### config.mk
export PLATFORM = sky130hd
export DESIGN_NAME = pe_stage_sequencer_flat
export DESIGN_NICKNAME = d
export VERILOG_FILES = /design/src/rtl/pe_stage_sequencer_if.sv /design/src/rtl/pe_stage_sequencer.sv /design/src/flat_wrapper.sv
export SDC_FILE = /design/constraint.sdc
export NUM_CORES = 1
export LEC_CHECK = 0
export ABC_AREA = 1
export CORE_ASPECT_RATIO = 1.75
export CORE_MARGIN = 3
export CORE_UTILIZATION = 55
export CTS_CLUSTER_DIAMETER = 100
export DETAILED_ROUTE_END_ITERATION = 8
export GPL_TIMING_DRIVEN = 0
export PLACE_DENSITY = 0.91
export SLEW_MARGIN = 20
export SYNTH_ARGS = -nofsm -noshare
export SYNTH_HDL_FRONTEND = slang
export SYNTH_SLANG_ARGS = --single-unit
### constraint.sdc
create_clock -name clk -period 5.5 [get_ports clk]
set_input_delay 1.1 -clock clk [delete_from_list [all_inputs] [get_ports clk]]
set_output_delay 1.1 -clock clk [all_outputs]
set_load 0.005 [all_outputs]
### src/rtl/pe_stage_sequencer_if.sv
// pe_stage_sequencer_if: job request, stage control and result bundle around the stage sequencer
interface pe_stage_sequencer_if #(
  parameter int NUM_STAGES = 6,
  parameter int TAG_W = 3,
  parameter int TIMEOUT_W = 16,
  parameter int CYC_W = 16
);
  localparam int STG_W = (NUM_STAGES > 1) ? $clog2(NUM_STAGES) : 1;
  logic                  start_valid;
  logic                  start_ready;
  logic [TAG_W-1:0]      start_tag;
  logic [NUM_STAGES-1:0] bypass_mask;
  logic [TIMEOUT_W-1:0]  timeout_limit;
  logic                  abort;
  logic [NUM_STAGES-1:0] stage_start;
  logic [NUM_STAGES-1:0] stage_done;
  logic [NUM_STAGES-1:0] stage_capture;
  logic                  final_calc;
  logic                  busy;
  logic [STG_W-1:0]      cur_stage;
  logic                  out_valid;
  logic                  out_ready;
  logic [TAG_W-1:0]      out_tag;
  logic                  out_error;
  logic [STG_W-1:0]      err_stage;
  logic [CYC_W-1:0]      out_cycles;
  modport master (
    output start_valid, start_tag, bypass_mask, timeout_limit, abort, stage_done, out_ready,
    input  start_ready, stage_start, stage_capture, final_calc, busy, cur_stage,
           out_valid, out_tag, out_error, err_stage, out_cycles
  );
  modport slave (
    input  start_valid, start_tag, bypass_mask, timeout_limit, abort, stage_done, out_ready,
    output start_ready, stage_start, stage_capture, final_calc, busy, cur_stage,
           out_valid, out_tag, out_error, err_stage, out_cycles
  );
endinterface

### src/rtl/pe_stage_sequencer.sv
// pe_stage_sequencer: runs unbypassed sub-stages in index order with start/done handshakes, watchdog and held result
module pe_stage_sequencer #(
  parameter int NUM_STAGES = 6,
  parameter int TAG_W = 3,
  parameter int TIMEOUT_W = 16,
  parameter int CYC_W = 16
) (
  input logic clk,
  input logic rst,
  pe_stage_sequencer_if.slave ctl
);
  localparam int STG_W = (NUM_STAGES > 1) ? $clog2(NUM_STAGES) : 1;
  typedef enum logic [2:0] {IDLE, START, WAIT, FINAL, OUTPUT} state_t;
  state_t                state_q;
  logic [NUM_STAGES-1:0] mask_q, start_q, cur_oh;
  logic [TAG_W-1:0]      tag_q;
  logic [TIMEOUT_W-1:0]  limit_q, timer_q;
  logic [CYC_W-1:0]      cyc_q, cyc_inc;
  logic [STG_W-1:0]      cur_q, errstg_q, first_idx, nxt_idx;
  logic                  first_ok, nxt_ok, final_q, valid_q, err_q, done_cur, expire;
  assign cur_oh   = NUM_STAGES'(1) << cur_q;
  assign done_cur = |(cur_oh & ctl.stage_done);
  assign expire   = (limit_q != '0) && (timer_q == limit_q - TIMEOUT_W'(1));
  assign cyc_inc  = cyc_q + CYC_W'(cyc_q != '1);
  assign ctl.start_ready   = (state_q == IDLE) && !ctl.abort && !rst;
  assign ctl.stage_capture = (state_q == WAIT) ? (cur_oh & ctl.stage_done) : '0;
  assign ctl.stage_start   = start_q;
  assign ctl.final_calc    = final_q;
  assign ctl.busy          = state_q != IDLE;
  assign ctl.cur_stage     = cur_q;
  assign ctl.out_valid     = valid_q;
  assign ctl.out_tag       = tag_q;
  assign ctl.out_error     = err_q;
  assign ctl.err_stage     = errstg_q;
  assign ctl.out_cycles    = cyc_q;
  // descending scan so the last hit is the lowest qualifying index
  always_comb begin
    first_idx = '0;
    first_ok  = 1'b0;
    nxt_idx   = '0;
    nxt_ok    = 1'b0;
    for (int i = NUM_STAGES - 1; i >= 0; i--) begin
      if (!ctl.bypass_mask[i]) begin
        first_idx = STG_W'(i);
        first_ok  = 1'b1;
      end
      if (!mask_q[i] && i > int'(cur_q)) begin
        nxt_idx = STG_W'(i);
        nxt_ok  = 1'b1;
      end
    end
  end
  always_ff @(posedge clk) begin
    if (rst) begin
      state_q  <= IDLE;
      mask_q   <= '0;
      start_q  <= '0;
      tag_q    <= '0;
      limit_q  <= '0;
      timer_q  <= '0;
      cyc_q    <= '0;
      cur_q    <= '0;
      errstg_q <= '0;
      final_q  <= 1'b0;
      valid_q  <= 1'b0;
      err_q    <= 1'b0;
    end else if (ctl.abort && state_q != IDLE) begin
      state_q <= IDLE;
      start_q <= '0;
      final_q <= 1'b0;
      valid_q <= 1'b0;
    end else begin
      start_q <= '0;
      final_q <= 1'b0;
      case (state_q)
        IDLE: if (ctl.start_valid && ctl.start_ready) begin
          tag_q    <= ctl.start_tag;
          mask_q   <= ctl.bypass_mask;
          limit_q  <= ctl.timeout_limit;
          cyc_q    <= '0;
          err_q    <= 1'b0;
          errstg_q <= '0;
          cur_q    <= first_idx;
          start_q  <= first_ok ? (NUM_STAGES'(1) << first_idx) : '0;
          final_q  <= !first_ok;
          state_q  <= first_ok ? START : FINAL;
        end
        START: begin
          cyc_q   <= cyc_inc;
          timer_q <= '0;
          state_q <= WAIT;
        end
        WAIT: begin
          cyc_q <= cyc_inc;
          if (done_cur) begin
            cur_q   <= nxt_ok ? nxt_idx : cur_q;
            start_q <= nxt_ok ? (NUM_STAGES'(1) << nxt_idx) : '0;
            final_q <= !nxt_ok;
            state_q <= nxt_ok ? START : FINAL;
          end else if (expire) begin
            err_q    <= 1'b1;
            errstg_q <= cur_q;
            valid_q  <= 1'b1;
            state_q  <= OUTPUT;
          end else begin
            timer_q <= timer_q + TIMEOUT_W'(1);
          end
        end
        FINAL: begin
          cyc_q   <= cyc_inc;
          valid_q <= 1'b1;
          state_q <= OUTPUT;
        end
        OUTPUT: if (ctl.out_ready) begin
          valid_q <= 1'b0;
          state_q <= IDLE;
        end
        default: state_q <= IDLE;
      endcase
    end
  end
endmodule
### src/flat_wrapper.sv
// flat-port wrapper written by rule: the top's interface ports become plain ports
module pe_stage_sequencer_flat 
#(
  parameter int NUM_STAGES = 6,
  parameter int TAG_W = 3,
  parameter int TIMEOUT_W = 16,
  parameter int CYC_W = 16
)
  (clk, rst, ctl_start_valid, ctl_start_tag, ctl_bypass_mask, ctl_timeout_limit, ctl_abort, ctl_stage_done, ctl_out_ready, ctl_start_ready, ctl_stage_start, ctl_stage_capture, ctl_final_calc, ctl_busy, ctl_cur_stage, ctl_out_valid, ctl_out_tag, ctl_out_error, ctl_err_stage, ctl_out_cycles);
  pe_stage_sequencer_if #(.NUM_STAGES(NUM_STAGES), .TAG_W(TAG_W), .TIMEOUT_W(TIMEOUT_W), .CYC_W(CYC_W)) ctl_i ();
  input logic clk;
  input logic rst;
  input wire logic [$bits(ctl_i.start_valid)-1:0] ctl_start_valid;
  input wire logic [$bits(ctl_i.start_tag)-1:0] ctl_start_tag;
  input wire logic [$bits(ctl_i.bypass_mask)-1:0] ctl_bypass_mask;
  input wire logic [$bits(ctl_i.timeout_limit)-1:0] ctl_timeout_limit;
  input wire logic [$bits(ctl_i.abort)-1:0] ctl_abort;
  input wire logic [$bits(ctl_i.stage_done)-1:0] ctl_stage_done;
  input wire logic [$bits(ctl_i.out_ready)-1:0] ctl_out_ready;
  output wire logic [$bits(ctl_i.start_ready)-1:0] ctl_start_ready;
  output wire logic [$bits(ctl_i.stage_start)-1:0] ctl_stage_start;
  output wire logic [$bits(ctl_i.stage_capture)-1:0] ctl_stage_capture;
  output wire logic [$bits(ctl_i.final_calc)-1:0] ctl_final_calc;
  output wire logic [$bits(ctl_i.busy)-1:0] ctl_busy;
  output wire logic [$bits(ctl_i.cur_stage)-1:0] ctl_cur_stage;
  output wire logic [$bits(ctl_i.out_valid)-1:0] ctl_out_valid;
  output wire logic [$bits(ctl_i.out_tag)-1:0] ctl_out_tag;
  output wire logic [$bits(ctl_i.out_error)-1:0] ctl_out_error;
  output wire logic [$bits(ctl_i.err_stage)-1:0] ctl_err_stage;
  output wire logic [$bits(ctl_i.out_cycles)-1:0] ctl_out_cycles;
  assign ctl_i.start_valid = ctl_start_valid;
  assign ctl_i.start_tag = ctl_start_tag;
  assign ctl_i.bypass_mask = ctl_bypass_mask;
  assign ctl_i.timeout_limit = ctl_timeout_limit;
  assign ctl_i.abort = ctl_abort;
  assign ctl_i.stage_done = ctl_stage_done;
  assign ctl_i.out_ready = ctl_out_ready;
  assign ctl_start_ready = ctl_i.start_ready;
  assign ctl_stage_start = ctl_i.stage_start;
  assign ctl_stage_capture = ctl_i.stage_capture;
  assign ctl_final_calc = ctl_i.final_calc;
  assign ctl_busy = ctl_i.busy;
  assign ctl_cur_stage = ctl_i.cur_stage;
  assign ctl_out_valid = ctl_i.out_valid;
  assign ctl_out_tag = ctl_i.out_tag;
  assign ctl_out_error = ctl_i.out_error;
  assign ctl_err_stage = ctl_i.err_stage;
  assign ctl_out_cycles = ctl_i.out_cycles;
  pe_stage_sequencer #(.NUM_STAGES(NUM_STAGES), .TAG_W(TAG_W), .TIMEOUT_W(TIMEOUT_W), .CYC_W(CYC_W)) u_core (.clk(clk), .rst(rst), .ctl(ctl_i));
endmodule
* Word level (Yosys, flattened, before mapping) *
Index checks and enable logic that the tools add are counted.

operators by class
  $lt $le $gt $ge = 5
  divide/modulo/power cells = 0
  multiply operators = 0
  $add $sub $neg = 3
  muxes and demuxes = 57
  shift operators = 3
  equal/unequal tests = 14
  reductions and logical operators = 36
  bitwise logic cells = 2

operators with widths
  operator                                                               count
  16-bit one-hot mux with 2 select lines                                 2
  3-bit two-way mux                                                      21
  16-bit two-way mux                                                     3
  6-bit two-way mux                                                      5
  1-bit by 3-bit left shift with 6-bit output (first input constant)     3
  1-bit two-way mux                                                      17
  16-bit by 1-bit adder with 16-bit output                               1
  16-bit by 1-bit adder with 16-bit output (second input constant)       1
  16-bit == test                                                         1
  16-bit != test (second input constant)                                 1
  16-bit nonzero test                                                    1
  16-bit by 1-bit subtractor with 16-bit output (second input constant)  1
  3-bit one-hot mux with 5 select lines                                  1
  3-bit one-hot mux with 2 select lines                                  2
  6-bit one-hot mux with 2 select lines                                  1
  1-bit logical AND                                                      10
  5-bit AND reduction                                                    2
  1-bit logical NOT                                                      9
  3-bit AND reduction                                                    3
  2-bit != test (second input constant)                                  4
  4-bit AND reduction                                                    2
  6-bit AND                                                              1
  3-bit by 2-bit == test with 1-bit output (second input constant)       2
  2-bit by 3-bit > comparator with 1-bit output (first input constant)   2
  16 further kinds                                                       24

word-level totals
  memory bits (writable) = 0
  memory bits (read-only) = 0
  flip-flop bits (word level) = 75
  latch bits = 0
  word-level logic and storage cells = 132
  memories = 0
  input bits = 36

* Logic depth before layout (Yosys ltp) *
  depth in word-level cells = 11
  depth in mapped cells = 17

* Worst setup path before layout *
OpenSTA, ideal clock, no wires.

  path kind = input to output
  from = input ctl_abort
  to = output ctl_start_ready
  slack = 2.954 ns
  arrival = 1.446 ns
  data required time = 4.400 ns
  buffers on the path = 0
  stages on the path = 1
  cells stage by stage = nor3_1

between the ends
  word-level cells in the longest chain between the ends = 3

RTL lines
  item                             RTL line                  source
  start: declaration               flat_wrapper.sv:17        input wire logic [$bits(ctl_i.abort)-1:0] ctl_abort;
  1-bit logical NOT                pe_stage_sequencer.sv:25  assign ctl.start_ready = (state_q == IDLE) && !ctl.abort && !rst;
  1-bit logical AND (2 in series)  pe_stage_sequencer.sv:25
  end: declaration                 flat_wrapper.sv:20        output wire logic [$bits(ctl_i.start_ready)-1:0] ctl_start_ready;

Every way passes these cells.

* Worst setup path after layout *
  from = input rst
  to = output ctl_start_ready

between the ends
  word-level cells in the longest chain between the ends = 2

RTL lines
  item                RTL line                  source
  start: declaration  flat_wrapper.sv:12        input logic rst;
  1-bit logical NOT   pe_stage_sequencer.sv:25
  1-bit logical AND   pe_stage_sequencer.sv:25

Every way passes these cells.

==> impl_metrics.csv <==
group,metric,value,unit
status,status,"finished, final reports clean",
die,io_pins,78,
sta,drv_slew,0,
sta,fin_skew,0.006186,ns
sta,holdWs,0.4740,ns
drt,wire_per_inst,15.06,um
drt,drc_errors,0,
die,die_height,122.8,um
worst_setup_path,endpoint_kind,"output port",
sta,hold_viol_final,0,
worst_setup_path,cp.arrival,2.93,ns
logic_synthesis,synth_edf_count,0,
layout,areaGrowthSynthToFinish,28.52,%
logic_synthesis,synth-xor-area-share,4.695,%
worst_hold_path,hp-class,"reg -> reg",
power_and_ir_drop,leakagePower,2.181,nW
die,die_x,72.77,um
clock_tree,clockRootBuffer,"clkbuf_16",
logic_synthesis,synthTopCellsByArea,"dfxtp_1 (35%), nand2_1 (13%), nor2_1 (7.5%)",
layout,layout.nets,771,
clock_tree,clk_latency,0.35,ns
placement,io_buffers,77,
clock_tree,ctsHtreeMaxLevel,3,
drt,wl_met3,508,um
worst_setup_path,cp-start-kind,"input port",
grt,grt_pass1_vias,4723,
placement,placed_cells,807,
layout,drive_gt1_share,7.619,%
logic_synthesis,synth_compound_area_share,12.92,%
die,core,0.007567,sq mm
sta,fin_setup_tns,0,ns
clock_tree,clock_sinks,74,
layout,n_antenna_cell,0,
layout,regArea,0.001481,sq mm
logic_synthesis,synthFlopType,"dfxtp_1",
drt,vias_per_cell,5.685,
drt,top_layer_used,"met4",
drt,routedLengthMet1,4.501,mm
logic_synthesis,synth_top_area_share,34.53,%
logic_synthesis,yosysSeqAreaShare,34.53,%
logic_synthesis,synthAdderAreaFrac,1.458,%
power_and_ir_drop,peakVddDrop,288.2,uV
worst_setup_path,critPathKind,"in -> out",
logic_synthesis,syn_area_per_cell,6.683,sq um
logic_synthesis,synth_commonest_cells,"nand2_1 (153), nor2_1 (86), dfxtp_1 (74)",
logic_synthesis,ys_ff_latch,74,
logic_synthesis,yosys_warnings,0,
worst_hold_path,min_path_cells,2,
clock_tree,holdBufCountCts,0,
logic_synthesis,syn_inst,642,
clock_tree,clkTransAtPathRegs,0.06,ns
grt,overflow,0,
logic_synthesis,synth_nets,683,
sta,setup_viol,0,
logic_synthesis,synth_area,0.004290,sq mm
job,drv_cap,0,
clock_tree,ctsResizeCount,0,
clock_tree,cts_tree,"done",
logic_synthesis,async_flop_share,0,%
grt,grt_pass1_wl,20.46,mm
layout,fillers,623,
drt,dr.pass1.iters,5,
logic_synthesis,synth_top_family_by_area,"simple AND/OR/NAND/NOR gates",
sta,tightest_slew,0.6929,ns
die,die_area,0.008938,sq mm
logic_synthesis,muxShareOfSynthArea,0,%
clock_tree,cts_buffers,9,
sta,max_slew_margin,53.45,%
worst_setup_path,crit_fanout,6,
logic_synthesis,synthSimpleGateAreaFrac,38.00,%
logic_synthesis,synth_top_area_cell,"dfxtp_1",
grt,grt_max_degree,14,
sta,rsz0062_at_grt,"false",
layout,multi_input_area,0.002449,sq mm
worst_setup_path,reg2reg_to,"u_core.timer_q[12]$_SDFFE_PP0P_",
worst_hold_path,holdPathEnd,"u_core.ctl.err_stage[1]$_SDFFE_PP0P_",
drt,wl_met2,6.557,mm
placement,dp_hpwl,9.355,mm
drt,vias,4679,
worst_setup_path,r2r_cells,10,
grt,grtUsageTotal,29.25,%
logic_synthesis,ys_types,37,
power_and_ir_drop,powerDensity,382.0,mW/mm^2
layout,fin_cells,823,
die,start_util,56.70,%
sta,finalCritPeriodShare,73.28,%
die,rows,42,
worst_setup_path,required,4.40,ns
clock_tree,cts.path.max_buffers,2,
placement,gp_congestion,0.8871,
drt,ant_nets,0,
grt,antenna_found_initial,0,
drt,wl,12.40,mm
drt,drt_iter0_drc,355,
logic_synthesis,synth_most_common_cell,"nand2_1",
sta,fmax,248.1,MHz
worst_setup_path,reg2reg_slack,3.12,ns
worst_setup_path,rr_startpoint,"u_core.timer_q[0]$_SDFFE_PP0P_",
sta,min_period,4.030,ns
worst_hold_path,hp-start,"u_core.ctl.err_stage[1]$_SDFFE_PP0P_",
clock_tree,post_cts.repair.setup_buffers,0,
[cell usage in the layout, fill, tap and decap left out, types with 6 or more instances in the layout]
master           count
nor2_4               6
inv_1               68
inv_2                7
o21ai_0             30
xor2_1              12
a21oi_1             45
clkdlybuf4s50_1     77
nor2_1              86
nand3_1             51
nor3_1              14
nand4_1             13
nand2_1            153
a22o_1               9
dfxtp_1             74
nor2_2               7
clkbuf_1             7
xnor2_1             11
clkbuf_16            9
[logic make-up (layout without fill, tap and decap cells)]
family / Yosys count / count (layout)
and+or+nand+nor: 353 / 353
AOI/OAI and AO/OA: 97 / 97
buffers and inverters: 90 / 183
DFF: 74 / 74
xor gates and xnor gates: 23 / 23
adders and majority gates: 5 / 5
[worst max-delay path, cell delays in order]
cell and delay (ns):
clkdlybuf4s50_1 0.55, nor3_1 0.64, clkdlybuf4s50_1 0.64
[power by group]
part / total, mW / switching [mW] / internal [mW]
Combinational: 0.784 / 0.511 / 0.273
Clock: 0.685 / 0.243 / 0.442
Sequential: 0.637 / 0.0560 / 0.581
Total: 2.11 / 0.810 / 1.30
[how the worst max path moves through the flow]
| stage | from | endpoint | slack, ns | cells past startpoint |
|---|---|---|---|---|
| floorplan | ctl_abort | ctl_start_ready | 2.95 | 1 |
| global placement | rst | ctl_start_ready | 1.59 | 3 |
| detailed placement | rst | ctl_start_ready | 1.56 | 3 |
| CTS | rst | ctl_start_ready | 1.56 | 3 |
| global route | rst | ctl_start_ready | 1.45 | 3 |
| finish | rst | ctl_start_ready | 1.47 | 3 |
[sequential cells by signal, indices dropped and copies added, names as in the netlist]
name                    cells
u_core.ctl.out_cycles      16
u_core.limit_q             16
u_core.timer_q             16
u_core.ctl.stage_start      6
u_core.mask_q               5
u_core.ctl.cur_stage        3
u_core.ctl.err_stage        3
u_core.ctl.out_tag          3
u_core.state_q              3
u_core.ctl.final_calc       1
u_core.ctl.out_error        1
u_core.ctl.out_valid        1
[stage by stage]
stage / setup slack, ns / total power, mW / utilization (%) / area [sq um]
3_3_place_gp: 1.592 / 1.388 / 68.34 / 5171
3_5_place_dp: 1.558 / 1.408 / 68.34 / 5171
5_1_grt: 1.450 / 2.225 / 72.87 / 5514
2_1_floorplan: 2.954 / 1.178 / - / 4290
6_report: 1.470 / 2.106 / 72.87 / 5514
4_1_cts: 1.561 / 2.096 / 72.87 / 5514
[layer usage]
layer,GRT usage (%),vias to the layer above
met5,0,-
met4,22.86,0
met3,6.066,66
met2,51.07,176
met1,29.22,2161
li1,-,2276
[cell type report]
class | count | area share (%)
Sequential cell | 74 | 26.87
Buffer | 15 | 1.430
Clock inverter | 7 | 2.133
Clock buffer | 9 | 4.084
Tap cell | 88 | 1.997
Multi-Input combinational cell | 478 | 44.41
Timing Repair Buffer | 77 | 13.98
Inverter | 75 | 5.106
No activity file was read; power rests on OpenSTA's default activity.
